[src/rtl/pos_rdr_pkg.sv]
// Shared types and constants for the position cell reader.
package pos_rdr_pkg;

    typedef enum logic [2:0] {
        IDLE,
        CNT_REQ,
        CNT_WAIT,
        STREAM,
        DRAIN,
        FIN
    } rdr_state_e;

    localparam int POS_COUNT_ADDR = 0;
    localparam int MEM_RD_LATENCY = 2;

    // Record layout {posz, posy, posx}
    localparam int COORD_WIDTH = 32;
    localparam int POSX_LSB    = 0;
    localparam int POSY_LSB    = 32;
    localparam int POSZ_LSB    = 64;

endpackage

[src/rtl/pos_rdr_fifo.sv]
// Synchronous FIFO with occupancy output; the occupancy feeds the reader's read-credit check.
module pos_rdr_fifo #(
    parameter int WIDTH = 104,
    parameter int DEPTH = 4
) (
    input  logic                       clk,
    input  logic                       rst,
    input  logic                       push,
    input  logic [WIDTH-1:0]           din,
    input  logic                       pop,
    output logic [WIDTH-1:0]           dout,
    output logic                       empty,
    output logic [$clog2(DEPTH):0]     count
);
    localparam int PTR_W = $clog2(DEPTH);
    localparam int CNT_W = PTR_W + 1;

    logic [WIDTH-1:0] mem [DEPTH];
    logic [PTR_W-1:0] wr_ptr;
    logic [PTR_W-1:0] rd_ptr;
    logic             full;
    logic             do_pop;

    assign empty  = (count == '0);
    assign full   = (count == CNT_W'(DEPTH));
    assign do_pop = pop && !empty;
    assign dout   = mem[rd_ptr];

    always_ff @(posedge clk) begin
        if (rst) begin
            wr_ptr <= '0;
            rd_ptr <= '0;
            count  <= '0;
        end else begin
            if (push)   wr_ptr <= wr_ptr + PTR_W'(1);
            if (do_pop) rd_ptr <= rd_ptr + PTR_W'(1);
            case ({push, do_pop})
                2'b10:   count <= count + CNT_W'(1);
                2'b01:   count <= count - CNT_W'(1);
                default: count <= count;
            endcase
        end
    end

    // NOTE: storage has no reset; only pointers and count define what is valid.
    always_ff @(posedge clk) begin
        if (push) mem[wr_ptr] <= din;
    end

    a_no_overflow: assert property (@(posedge clk) disable iff (rst) !(push && full));

endmodule

[src/rtl/pos_cell_reader.sv]
// Read sequencer for one position cell: fetches the count word, then streams records 1..count.
// Build option POS_RDR_COUNT_CLAMP_EN: clamp an oversize count and stream instead of aborting.
module pos_cell_reader
    import pos_rdr_pkg::*;
#(
    parameter int DATA_WIDTH   = 96,
    parameter int PARTICLE_NUM = 220,
    parameter int ADDR_WIDTH   = 8,
    parameter int FIFO_DEPTH   = 4
) (
    input  logic                  clk,
    input  logic                  rst,
    input  logic                  start,
    output logic                  busy,
    output logic                  done,
    output logic [ADDR_WIDTH-1:0] mem_addr,
    output logic                  mem_rden,
    output logic                  mem_wren,
    output logic [DATA_WIDTH-1:0] mem_data,
    input  logic [DATA_WIDTH-1:0] mem_q,
    output logic [ADDR_WIDTH-1:0] particle_count,
    output logic                  out_valid,
    input  logic                  out_ready,
    output logic [DATA_WIDTH-1:0] out_data,
    output logic [ADDR_WIDTH-1:0] out_pid,
    output logic                  count_err
);
    localparam int CNT_W  = $clog2(FIFO_DEPTH) + 1;
    localparam int FIFO_W = DATA_WIDTH + ADDR_WIDTH;
    localparam logic [ADDR_WIDTH-1:0] MAX_COUNT = ADDR_WIDTH'(PARTICLE_NUM - 1);
    localparam logic [ADDR_WIDTH-1:0] ADDR_ONE  = ADDR_WIDTH'(1);

    rdr_state_e                state;
    logic [ADDR_WIDTH-1:0]     next_addr;
    logic                      cnt_wait_last;
    logic                      rec_rd;
    logic [MEM_RD_LATENCY-1:0] pipe_v;
    logic [ADDR_WIDTH-1:0]     pipe_addr [MEM_RD_LATENCY];

    logic                  fifo_empty;
    logic [CNT_W-1:0]      fifo_count;
    logic [FIFO_W-1:0]     fifo_head;
    logic                  push;
    logic                  pop;
    logic [ADDR_WIDTH-1:0] cnt_raw;
    logic [ADDR_WIDTH-1:0] cnt_eff;
    logic                  cnt_illegal;
    logic                  cnt_stream_ok;
    logic                  can_issue;
    logic                  drain_done;
    int                    credit_used;

    assign mem_wren = 1'b0;
    assign mem_data = '0;

    assign cnt_raw     = mem_q[ADDR_WIDTH-1:0];
    assign cnt_illegal = (cnt_raw > MAX_COUNT);

    // NOTE: every always_comb output gets a default first so no path infers a latch.
    always_comb begin
        cnt_eff       = cnt_raw;
        cnt_stream_ok = !cnt_illegal;
`ifdef POS_RDR_COUNT_CLAMP_EN
        if (cnt_illegal) begin
            cnt_eff       = MAX_COUNT;
            cnt_stream_ok = 1'b1;
        end
`endif
    end

    // Every issued-but-unpopped record (FIFO + memory pipeline + this cycle's read) holds a slot.
    always_comb begin
        credit_used = int'(fifo_count) + $countones(pipe_v) + int'(rec_rd) - int'(pop);
        can_issue   = (credit_used < FIFO_DEPTH);
    end

    assign push       = pipe_v[MEM_RD_LATENCY-1];
    assign out_valid  = !fifo_empty;
    assign pop        = out_valid && out_ready;
    assign out_pid    = fifo_empty ? '0 : fifo_head[FIFO_W-1 -: ADDR_WIDTH];
    assign out_data   = fifo_empty ? '0 : fifo_head[DATA_WIDTH-1:0];
    assign drain_done = !rec_rd && (pipe_v == '0) &&
                        (fifo_empty || (fifo_count == CNT_W'(1) && pop));

    // NOTE: sequential state uses non-blocking assignments only, so every read sees pre-edge values.
    always_ff @(posedge clk) begin
        if (rst) begin
            state          <= IDLE;
            busy           <= 1'b0;
            done           <= 1'b0;
            count_err      <= 1'b0;
            particle_count <= '0;
            next_addr      <= '0;
            mem_addr       <= '0;
            mem_rden       <= 1'b0;
            rec_rd         <= 1'b0;
            cnt_wait_last  <= 1'b0;
            pipe_v         <= '0;
            for (int i = 0; i < MEM_RD_LATENCY; i++) pipe_addr[i] <= '0;
        end else begin
            done     <= 1'b0;
            mem_rden <= 1'b0;
            rec_rd   <= 1'b0;
            pipe_v   <= {pipe_v[MEM_RD_LATENCY-2:0], rec_rd};
            pipe_addr[0] <= mem_addr;
            for (int i = 1; i < MEM_RD_LATENCY; i++) pipe_addr[i] <= pipe_addr[i-1];

            case (state)
                IDLE: begin
                    if (start) begin
                        state     <= CNT_REQ;
                        busy      <= 1'b1;
                        count_err <= 1'b0;
                        mem_addr  <= ADDR_WIDTH'(POS_COUNT_ADDR);
                        mem_rden  <= 1'b1;
                    end
                end
                CNT_REQ: begin
                    state         <= CNT_WAIT;
                    cnt_wait_last <= 1'b0;
                end
                CNT_WAIT: begin
                    cnt_wait_last <= 1'b1;
                    if (cnt_wait_last) begin
                        particle_count <= cnt_eff;
                        count_err      <= cnt_illegal;
                        if (cnt_eff == '0) begin
                            // An empty cell drains trivially, keeping done at a fixed offset.
                            state <= DRAIN;
                        end else if (!cnt_stream_ok) begin
                            state <= FIN;
                            done  <= 1'b1;
                        end else begin
                            mem_rden  <= 1'b1;
                            rec_rd    <= 1'b1;
                            mem_addr  <= ADDR_ONE;
                            next_addr <= ADDR_ONE + ADDR_ONE;
                            state     <= (cnt_eff == ADDR_ONE) ? DRAIN : STREAM;
                        end
                    end
                end
                STREAM: begin
                    if (can_issue) begin
                        mem_rden  <= 1'b1;
                        rec_rd    <= 1'b1;
                        mem_addr  <= next_addr;
                        next_addr <= next_addr + ADDR_ONE;
                        if (next_addr == particle_count) state <= DRAIN;
                    end
                end
                DRAIN: begin
                    if (drain_done) begin
                        state <= FIN;
                        done  <= 1'b1;
                    end
                end
                FIN: begin
                    state <= IDLE;
                    busy  <= 1'b0;
                end
                default: begin
                    state <= IDLE;
                    busy  <= 1'b0;
                end
            endcase
        end
    end

    pos_rdr_fifo #(
        .WIDTH (FIFO_W),
        .DEPTH (FIFO_DEPTH)
    ) u_fifo (
        .clk   (clk),
        .rst   (rst),
        .push  (push),
        .din   ({pipe_addr[MEM_RD_LATENCY-1], mem_q}),
        .pop   (pop),
        .dout  (fifo_head),
        .empty (fifo_empty),
        .count (fifo_count)
    );

endmodule
[config.mk]
export PLATFORM = sky130hd
export DESIGN_NAME = pos_cell_reader
export DESIGN_NICKNAME = d
export VERILOG_FILES = /design/src/rtl/pos_rdr_pkg.sv /design/src/rtl/pos_rdr_fifo.sv /design/src/rtl/pos_cell_reader.sv
export SDC_FILE = /design/constraint.sdc
export NUM_CORES = 1
export LEC_CHECK = 0
export CORE_MARGIN = 2
export CORE_UTILIZATION = 55
export DETAILED_ROUTE_END_ITERATION = 16
export HOLD_SLACK_MARGIN = 0.06
export PLACE_DENSITY_LB_ADDON = 0.05
export SLEW_MARGIN = 25
export SYNTH_ARGS = -nofsm -noshare
export SYNTH_HDL_FRONTEND = slang
export SYNTH_SLANG_ARGS = --single-unit
[constraint.sdc]
create_clock -name clk -period 7 [get_ports clk]
set_clock_uncertainty 0.15 [all_clocks]
set_input_delay 0.7 -clock clk [delete_from_list [all_inputs] [get_ports clk]]
set_output_delay 0.7 -clock clk [all_outputs]
set_load 0.05 [all_outputs]
* Word-level counts from Yosys, hierarchy flattened
Memories as Yosys holds them, arrays and structs flattened. A register that Yosys moved wholly into a read port is not among the register bits.
Cells that the tools add are included.
** Storage, ports and cells
- Register bits :: 42
- Latch bits :: 0
- Memory bits (writable) :: 432
- Bits in read-only memories :: 0
- Input bits :: 100
- Output and inout bits :: 222
- Word-level logic and storage cells :: 120
- Memories kept :: 2
** Operators by class
- Add/subtract/negate cells :: 9
- Multiply operators :: 0
- Div/mod/pow operators :: 0
- $lt $le $gt $ge :: 2
- Equal/unequal tests :: 16
- Shift operators :: 0
- Mux-type cells :: 50
- Bitwise operators :: 3
- Reductions and logical operators :: 24
** Memories
- u_fifo.mem :: words 4, bits a word 104, rd ports 1, clocked after Yosys merged registers in 1, write ports 1, RTL line pos_rdr_fifo.sv:18 : logic [WIDTH-1:0] mem [DEPTH];
- pipe_addr :: words 2, bits a word 8, rd ports 2, clocked after Yosys merged registers in 0, write ports 2, RTL line pos_cell_reader.sv:38 : logic [ADDR_WIDTH-1:0] pipe_addr [MEM_RD_LATENCY];
** Operators by type and width (number)
- two-way mux 8 bit :: 12
- two-way mux 96 bit :: 1
- two-way mux 3 bit :: 8
- one-hot mux 8 bit (3 select lines) :: 1
- two-way mux 1 bit :: 17
- one-hot mux 8 bit (2 select lines) :: 1
- one-hot mux 3 bit (5 select lines) :: 1
- inequality test 2 bit, second input constant :: 7
- one-hot mux 1 bit (2 select lines) :: 5
- AND reduction 5 bit :: 2
- adder 8 x 1 -> 8 bit, second input constant :: 1
- equality test 8 x 1 -> 1 bit, second input constant :: 1
- equality test 8 bit :: 1
- greater-than comparator 8 bit, second input constant :: 1
- logical NOT 8 bit :: 1
- nonzero test 2 bit :: 4
- equality test 3 x 1 -> 1 bit, second input constant :: 2
- equality test 3 x 2 -> 1 bit, second input constant :: 2
- logical NOT 3 bit :: 2
- < comparator 6 x 4 -> 1 bit, second input constant :: 1
- one-hot mux 3 bit (2 select lines) :: 1
- AND reduction 6 bit :: 1
- subtractor 5 x 1 -> 6 bit :: 1
- adder 4 x 1 -> 5 bit :: 1
- 20 further kinds :: 29

* Logic depth before layout (Yosys ltp)
Gate-level depths: netlist (run 1).
- Depth after elaboration :: 8
- Depth in mapped cells :: 14
- Mapped depth without buffers :: 13

* Modules after synthesis
A second synthesis (run 1) with hierarchy kept.
** Unflattened totals
- Cell total of the unflattened synthesis :: 1056
- Area total of the unflattened synthesis :: 19343.6 µm²
** Modules (own cells, without submodules)
- pos_rdr_fifo :: instances 1, cells an instance 593, area an instance 15467.3 µm², sequential area each 12672.2 µm²
- pos_cell_reader :: instances 1, cells an instance 463, area an instance 3876.2 µm², sequential area each 1021.0 µm²

* Worst setup path before layout (run 1)
OpenSTA, ideal clock, no wires.
- Path type :: reg2reg
- Start point :: register pipe_v[1]
- End point :: memory u_fifo.mem[0][0] (enable)
- Library setup time :: 474 ps
- Arrival time :: 2967 ps
- Data required time :: 6376 ps
- Slack :: 3409 ps
- Stages on the path, launching flop included :: 3
- Path buffers :: 1
- Period minus slack after synthesis :: 3591 ps
- Path through :: dfxtp_1 > clkbuf_1 > and2_1
** On the way
- Longest elaborated chain between the ends :: 2
** Ends and longest elaborated chain
- start: declaration :: RTL line pos_cell_reader.sv:37 : logic [MEM_RD_LATENCY-1:0] pipe_v;
- start signal: assignment :: RTL line pos_cell_reader.sv:104 : pipe_v <= {pipe_v[MEM_RD_LATENCY-2:0], rec_rd};
- two-way mux 1 bit :: RTL line pos_rdr_fifo.sv:47 : if (push) mem[wr_ptr] <= din;
- two-way mux 1 bit (not written as such) :: RTL line pos_rdr_fifo.sv:47
- end: declaration :: RTL line pos_rdr_fifo.sv:18
No other way between the ends.

==> summary.md, run 1 <==
| Metric | Value |
|---|---|
| CP cell instances | `buf_4 > mux4_2 > and2_1 > clkdlybuf4s50_1` |
| Endpoint of the worst hold path | `pipe_addr[0][13]` |
| Core area | `0.0344 mm^2` |
| Die Width | `191 um` |
| Synth top area share | `65.3%` |
| Full die area | `0.0363 mm^2` |
| Initial antenna violation count | `2` |
| Primary FF master, synth | `edfxtp_1` |
| Startpoint Class | `flop` |
| Initial DRT Pass Iterations | `5` |
| Library cells used by synthesis | `52` |
| CTS Root Cell | `clkbuf_16` |
| PD cells | `323 mW/mm^2` |
| Ports | `322` |
| Starting density of the core | `55.7%` |
| # rows | `68` |
| DR DRC count | `0` |
| CP max FO | `59` |
| PnR Total Power | `7.38 mW` |
| Slew margin rel. | `36.1%` |
| GR Util All Layers | `19.9%` |
| Fill count | `2374` |
| Hold Startpoint | `pipe_addr[0][5]` |
| #FFs+latches synth | `476` |
| Period minus WS final | `4440 ps` |
| R2r endpoint | `mem_addr[3]` |
| YS warnings | `0` |
| Final Cycle Share | `63.5%` |
| Final Hold Fails | `0` |
| Vias | `9508` |
| Worst Hold Depth | `1` |
| Clock Tree Buf Depth | `3` |
| Placed Area | `0.0215 mm^2` |
| CTS sink count | `476` |
| FF-to-FF path depth | `13` |
| Fin area | `0.0229 mm^2` |
| # H-tree levels | `2` |
| TritonCTS clock tree | `done` |
| Arrival time of the worst setup path | `3590 ps` |
| R2r setup slk | `3060 ps` |
| Required time worst endpoint | `6150 ps` |
| DIE HEIGHT | `191 um` |
| Pin count of the biggest net entering global routing | `106` |
| Num CTS Buffers | `48` |
| # resized after CTS | `0` |
| Dominant cells by area after synthesis | `edfxtp_1 65%, mux4_2 12%, dfxtp_1 6.3%, and2_1 3.9%, buf_4 3.8%` |
| Cells after Synth | `1055` |
| Worst r2r src | `u_fifo.count[1]` |
| Antenna Nets Post-Route | `0` |
| Hold_buf cts | `0` |
| Mapped Avg Cell Area | `18.1 um^2` |
| Status | `completed` |
| Critical path endpoint category | `output port` |
| DR vias/cell | `5.34` |
| Register area | `0.0137 mm^2` |
| PortBufs | `224` |
| HP Class | `flop to flop` |
| WS Path Type | `flop to output port` |
| Final setup TNS | `0 ps` |
| Netlist Area Pre-Place | `0.0191 mm^2` |
| Post-synth EDFFs | `416` |
| Slew @ Worst Pin | `959 ps` |
| Share of the yosys chip area belonging to registers | `71.6%` |
| Post-synthesis to final-layout area growth | `19.5%` |
| Placer Congestion | `0.788` |
| Worst path max stage delay | `950 ps` |
| Final WL | `36.1 mm` |
| Hold Worst Slack | `292 ps` |
| Clk_lat worst skew | `540 ps` |
| FFs w/ async S/R, synth | `0%` |
| Area occupied by multi-input gates | `0.00483 mm^2` |
| Clock-pin slew on the worst setup and hold paths | `60 ps` |
| Max cap viols | `0` |
| FMAX | `225 MHz` |
| RSZ-0062 raised after global routing | `false` |
| Vias in the first global route | `9684` |
| Wire per inst | `20.3 um` |
| Static Leak | `7.45 nW` |
| Cell taking the most area after synthesis | `edfxtp_1` |
| First-pass GRT wire length | `55.1 mm` |
| Postcts setup bufs | `0` |
| Peak supply drop | `231 uV` |
| Remaining Overflow, GRT | `0` |
| DRT iter0 DRCs | `694` |
| # setup viols final | `0` |
| Critical-path top delay cell | `dfxtp_4` |
| Fraction of layout cells with a size suffix above 1 | `14.2%` |
| Nets@finish | `1405` |
| Final Max Tran Viols | `0` |
| DPL Wire Length | `20.8 mm` |
==> cells in the mapped netlist, types with 2 or more instances <==
library cell and n:
a21oi_1 25, clkbuf_1 28, o21ai_0 6, nor4b_1 3
xor2_1 11, nor2b_1 20, dfxtp_1 60, edfxtp_1 416
and3_1 2, nor2_1 12, buf_1 6, nand3_1 2
mux2i_1 3, a211oi_1 2, inv_1 13, and3b_1 2
o31ai_1 6, nand2_1 28, ha_1 17, buf_2 14
or3_1 2, nand2b_1 6, nand4b_1 2, mux4_2 104
buf_4 97, nor4_1 4, xnor2_1 2, and2_1 120
mux2_2 8, or4_1 6, nor3_1 7
==> through the flow <==
step | setup slack [ps] | cells | utilization [%]
after floorplan | 3410 | 1151 | -
after global placement | 2790 | 1692 | 62.4
after detailed placement | 2750 | 1692 | 62.5
after CTS | 2470 | 1777 | 66.5
after global routing | 2380 | 1779 | 66.5
final | 2560 | 1779 | 66.5
==> placed cells by master (no fill, tap or decap), types with 7 or more instances in the layout <==
master,n
nor3_1,7
conb_1,97
dfxtp_1,58
mux2_2,8
xor2_1,11
clkinv_1,11
and2_1,116
a21oi_1,25
edfxtp_1,416
clkbuf_1,17
clkdlybuf4s50_1,224
mux4_2,104
nand2_1,28
ha_1,17
nor2_1,12
clkbuf_16,49
inv_1,13
nor2b_1,20
==> worst max-delay path, delay by kind of cell, from the launching register on <==
family,cells,cell delay (ps)
buf+inv,2,1540
flops,1,950
mux,1,340
simple gates,1,200
==> metal layers <==
layer | vias to the layer above | track usage [%] | wire, um
met2 | 307 | 32.1 | 17500
met5 | - | 0 | 0
li1 | 4329 | - | -
met3 | 51 | 3.40 | 2230
met4 | 0 | 5.75 | 703
met1 | 4821 | 28.3 | 15700
==> logic make-up (layout without fill, tap and decap cells) <==
logic type               after synthesis  count (layout)  share of synthesized area, %
buffers and inverters                159             330                          5.15
AO/OA/AOI/OAI                         51              51                          1.69
XOR/XNOR                              13              13                         0.595
other                                  1              99                        0.0196
flip-flops                           476             476                          71.6
multiplexers                         115             115                          12.9
AND/OR/NAND/NOR                      222             222                          6.89
adder cells (fa/ha/maj)               18              18                          1.22
==> area by class of cell <==
cell class / instances / share of cell area, %
antenna: 2 / 0.0219
sequential: 476 / 59.9
multi-input combinational: 516 / 21.1
clock inverter: 17 / 0.328
inverter: 13 / 0.213
timing repair buffer: 232 / 10.1
tap: 455 / 2.49
clock buffer: 68 / 5.76
==> power by group <==
group | internal (mW) | switching [mW] | total (mW) | leakage, nW
Sequential | 3.10 | 0.0593 | 3.16 | 4.20
Clock | 1.30 | 0.986 | 2.29 | 0.679
Combinational | 0.697 | 1.24 | 1.94 | 2.58
Total | 5.09 | 2.29 | 7.38 | 7.45
==> worst max-delay path by stage <==
| stage | from | end | slack [ps] | cells after the start |
|---|---|---|---|---|
| 2_1_floorplan | pipe_v[1] | u_fifo.mem[0][0] | 3410 | 2 |
| 3_3_place_gp | out_ready | mem_addr[5] | 2790 | 11 |
| 3_5_place_dp | out_ready | mem_addr[2] | 2750 | 11 |
| 4_1_cts | flop | out_pid[0] | 2470 | 4 |
| 5_1_grt | flop | out_data[88] | 2380 | 4 |
| 6_report | flop | out_pid[0] | 2560 | 4 |
==> registers in the layout, indices dropped and copies added, names as in the netlist, named ones only <==
register / cells
u_fifo.rd_ptr: 2
mem_addr: 8
state: 3
busy: 1
done: 1
particle_count: 8
rec_rd: 1
u_fifo.mem: 416
cnt_wait_last: 1
count_err: 1
pipe_v: 2
mem_rden: 1
u_fifo.wr_ptr: 2
pipe_addr: 16
u_fifo.count: 3
next_addr: 8
(Power assumes the default switching activity.)
==> run 2: changes to the inputs <==
--- a/config.mk
+++ b/config.mk
@@ -6,7 +6,7 @@
 export NUM_CORES = 1
 export LEC_CHECK = 0
 export CORE_MARGIN = 2
-export CORE_UTILIZATION = 55
+export CORE_UTILIZATION = 48
 export DETAILED_ROUTE_END_ITERATION = 16
 export HOLD_SLACK_MARGIN = 0.06
 export PLACE_DENSITY_LB_ADDON = 0.05
==> constraint.sdc (replaced) <==
create_clock -name clk -period 3.9 [get_ports clk]
set_clock_uncertainty 0.15 [all_clocks]
set_input_delay 0.39 -clock clk [delete_from_list [all_inputs] [get_ports clk]]
set_output_delay 0.39 -clock clk [all_outputs]
set_load 0.05 [all_outputs]
==> run 2 against run 1 <==
Against the previous run: hold slack worse by 10 ps; clock power rose by 87%; non-clock buffer count grew 17; register-to-register slack lost 2800 ps; die area is 14% higher; clock-buffer cell count grew 5; critical path type unchanged; highest routed layer is now met5.
==> summary.md, run 2 (synthesized netlist as in run 1, its figures left out) <==
| Metric | Value |
|---|---|
| Hold_buf cts | `0` |
| Remaining Overflow, GRT | `0` |
| Ports | `322` |
| Slew @ Worst Pin | `936 ps` |
| Final Max Tran Viols | `0` |
| Register area | `0.0137 mm^2` |
| # H-tree levels | `2` |
| Postcts setup bufs | `0` |
| FMAX | `273 MHz` |
| Fraction of layout cells with a size suffix above 1 | `15.5%` |
| Cell count after placement | `1779` |
| Placer Congestion | `0.767` |
| RSZ-0062 raised after global routing | `false` |
| DIE HEIGHT | `204 um` |
| WS Path Type | `flop to output port` |
| Area occupied by multi-input gates | `0.00483 mm^2` |
| Arrival time of the worst setup path | `3120 ps` |
| Commonest non-fill, non-tap cell in the layout | `edfxtp_1` |
| CTS Root Cell | `clkbuf_16` |
| Fill count | `3009` |
| Final Cycle Share | `93.9%` |
| Max reg flops | `416` |
| R2r setup slk | `300 ps` |
| Post-synthesis to final-layout area growth | `21.6%` |
| Commonest cells after routing, fill and taps aside | `416 x edfxtp_1, 224 x clkdlybuf4s50_1, 116 x and2_1` |
| Peak supply drop | `388 uV` |
| Largest Register | `u_fifo.mem` |
| Endpoint of the worst hold path | `pipe_addr[0][14]` |
| # setup viols final | `0` |
| Sequential Power Share | `41.8%` |
| DPL Wire Length | `23.0 mm` |
| CP max FO | `69` |
| HP Class | `flop to flop` |
| Num CTS Buffers | `50` |
| Worst r2r src | `u_fifo.count[0]` |
| Non-filler cells, final | `1872` |
| Worst Hold Depth | `1` |
| # rows | `73` |
| Hold Startpoint | `pipe_addr[0][6]` |
| DR DRC count | `0` |
| DRT iter0 DRCs | `580` |
| Required time worst endpoint | `3360 ps` |
| GR Util All Layers | `18.4%` |
| Nets@finish | `1424` |
| CTS sink count | `476` |
| Comb power frac | `26.5%` |
| R2r endpoint | `mem_addr[3]` |
| Die Width | `204 um` |
| Pint | `9.32 mW` |
| Initial DRT Pass Iterations | `4` |
| Vias in the first global route | `9735` |
| Clk pwr share | `31.7%` |
| Slew margin rel. | `37.1%` |
| Vias | `9550` |
| First-pass GRT wire length | `57.3 mm` |
| FF-to-FF path depth | `14` |
| Top flop regs | `u_fifo.mem (416), pipe_addr (16)` |
| Full die area | `0.0415 mm^2` |
| Pin count of the biggest net entering global routing | `105` |
| Critical path endpoint category | `output port` |
| Wire per inst | `20.2 um` |
| Switch Pwr | `4.15 mW` |
| Final setup TNS | `0 ps` |
| Max cap viols | `0` |
| Period minus WS final | `3660 ps` |
| Clock Tree Buf Depth | `3` |
| Net Sw Frac | `30.8%` |
| Antenna Nets Post-Route | `0` |
| Static Leak | `7.61 nW` |
| Status | `completed` |
| Starting density of the core | `48.4%` |
| TritonCTS clock tree | `done` |
| DR vias/cell | `5.10` |
| Initial antenna violation count | `3` |
| PortBufs | `224` |
| Core area | `0.0395 mm^2` |
| Final WL | `37.9 mm` |
| Clk_lat worst skew | `570 ps` |
| Startpoint Class | `flop` |
| Final Hold Fails | `0` |
| PD cells | `579 mW/mm^2` |
| Clock-pin slew on the worst setup and hold paths | `60 ps` |
## run 2: cell types whose count changed in the layout (fill, tap and decap cells not counted), sizes merged
| cell | change |
|---|---|
| buf | +17 |
| clkbuf | +5 |
| clkinv | +1 |
| diode | -1 |
| inv | +1 |
## run 2: repair_timing
item                                    in CTS  in global routing
endpoints found under the hold margin        0                  0
resized for setup                            1                  1
pin swaps                                    0                  0
endpoints found under the setup margin      37                 37
## run 2: cell type report
class,count,share of cell area [%]
multi-input cells,516,20.8
flip-flops and latches,476,58.9
diodes,1,0.0108
clock inverters,19,0.350
inverters,13,0.210
repair buffers,249,11.0
well taps,525,2.82
clock buffers,73,5.99
## run 2: through the flow
stage	total power, mW	hold WS (ps)	worst slack (ps)	util (%)	cell area [um^2]
floorplan	8.29	264	309	-	19500
global placement	9.32	275	210	55.1	21800
detailed placement	9.34	273	231	55.1	21800
CTS	13.7	272	58.6	58.8	23300
global route	14.0	288	43.5	58.8	23300
finish	13.5	282	239	58.8	23300
## run 2: worst max-delay path, stage by stage (launching register included)
cell and delay (ps):
dfxtp_1 340, inv_1 90, ha_1 250, nand2b_4 80, buf_6 410, buf_6 340
and2_1 190, clkdlybuf4s50_1 800
## run 2: worst max path at each step
| stage | from | endpoint | slack [ps] | cells after the start |
|---|---|---|---|---|
| finish | u_fifo.count[0] | out_data[2] | 240 | 7 |
| global route | u_fifo.count[0] | out_data[5] | 40 | 7 |
| CTS | u_fifo.count[0] | out_data[80] | 60 | 7 |
| detailed placement | out_ready | mem_addr[3] | 230 | 12 |
| global placement | out_ready | mem_addr[3] | 210 | 12 |
| floorplan | pipe_v[1] | u_fifo.mem[0][0] | 310 | 2 |
## run 2: power groups by stage
stage | clock (mW) | combinational (mW) | sequential, mW
2_1_floorplan | 0 | 2.59 | 5.71
3_3_place_gp | 0 | 3.58 | 5.73
3_5_place_dp | 0 | 3.61 | 5.73
4_1_cts | 4.41 | 3.62 | 5.63
5_1_grt | 4.60 | 3.77 | 5.63
6_report | 4.28 | 3.57 | 5.62
## run 2: per-layer routing
metal  track usage (%)  share of wire, %
met5                 0             0.034
met4              5.03               1.7
met3              3.69               5.6
met2              29.6                48
met1              25.8                44
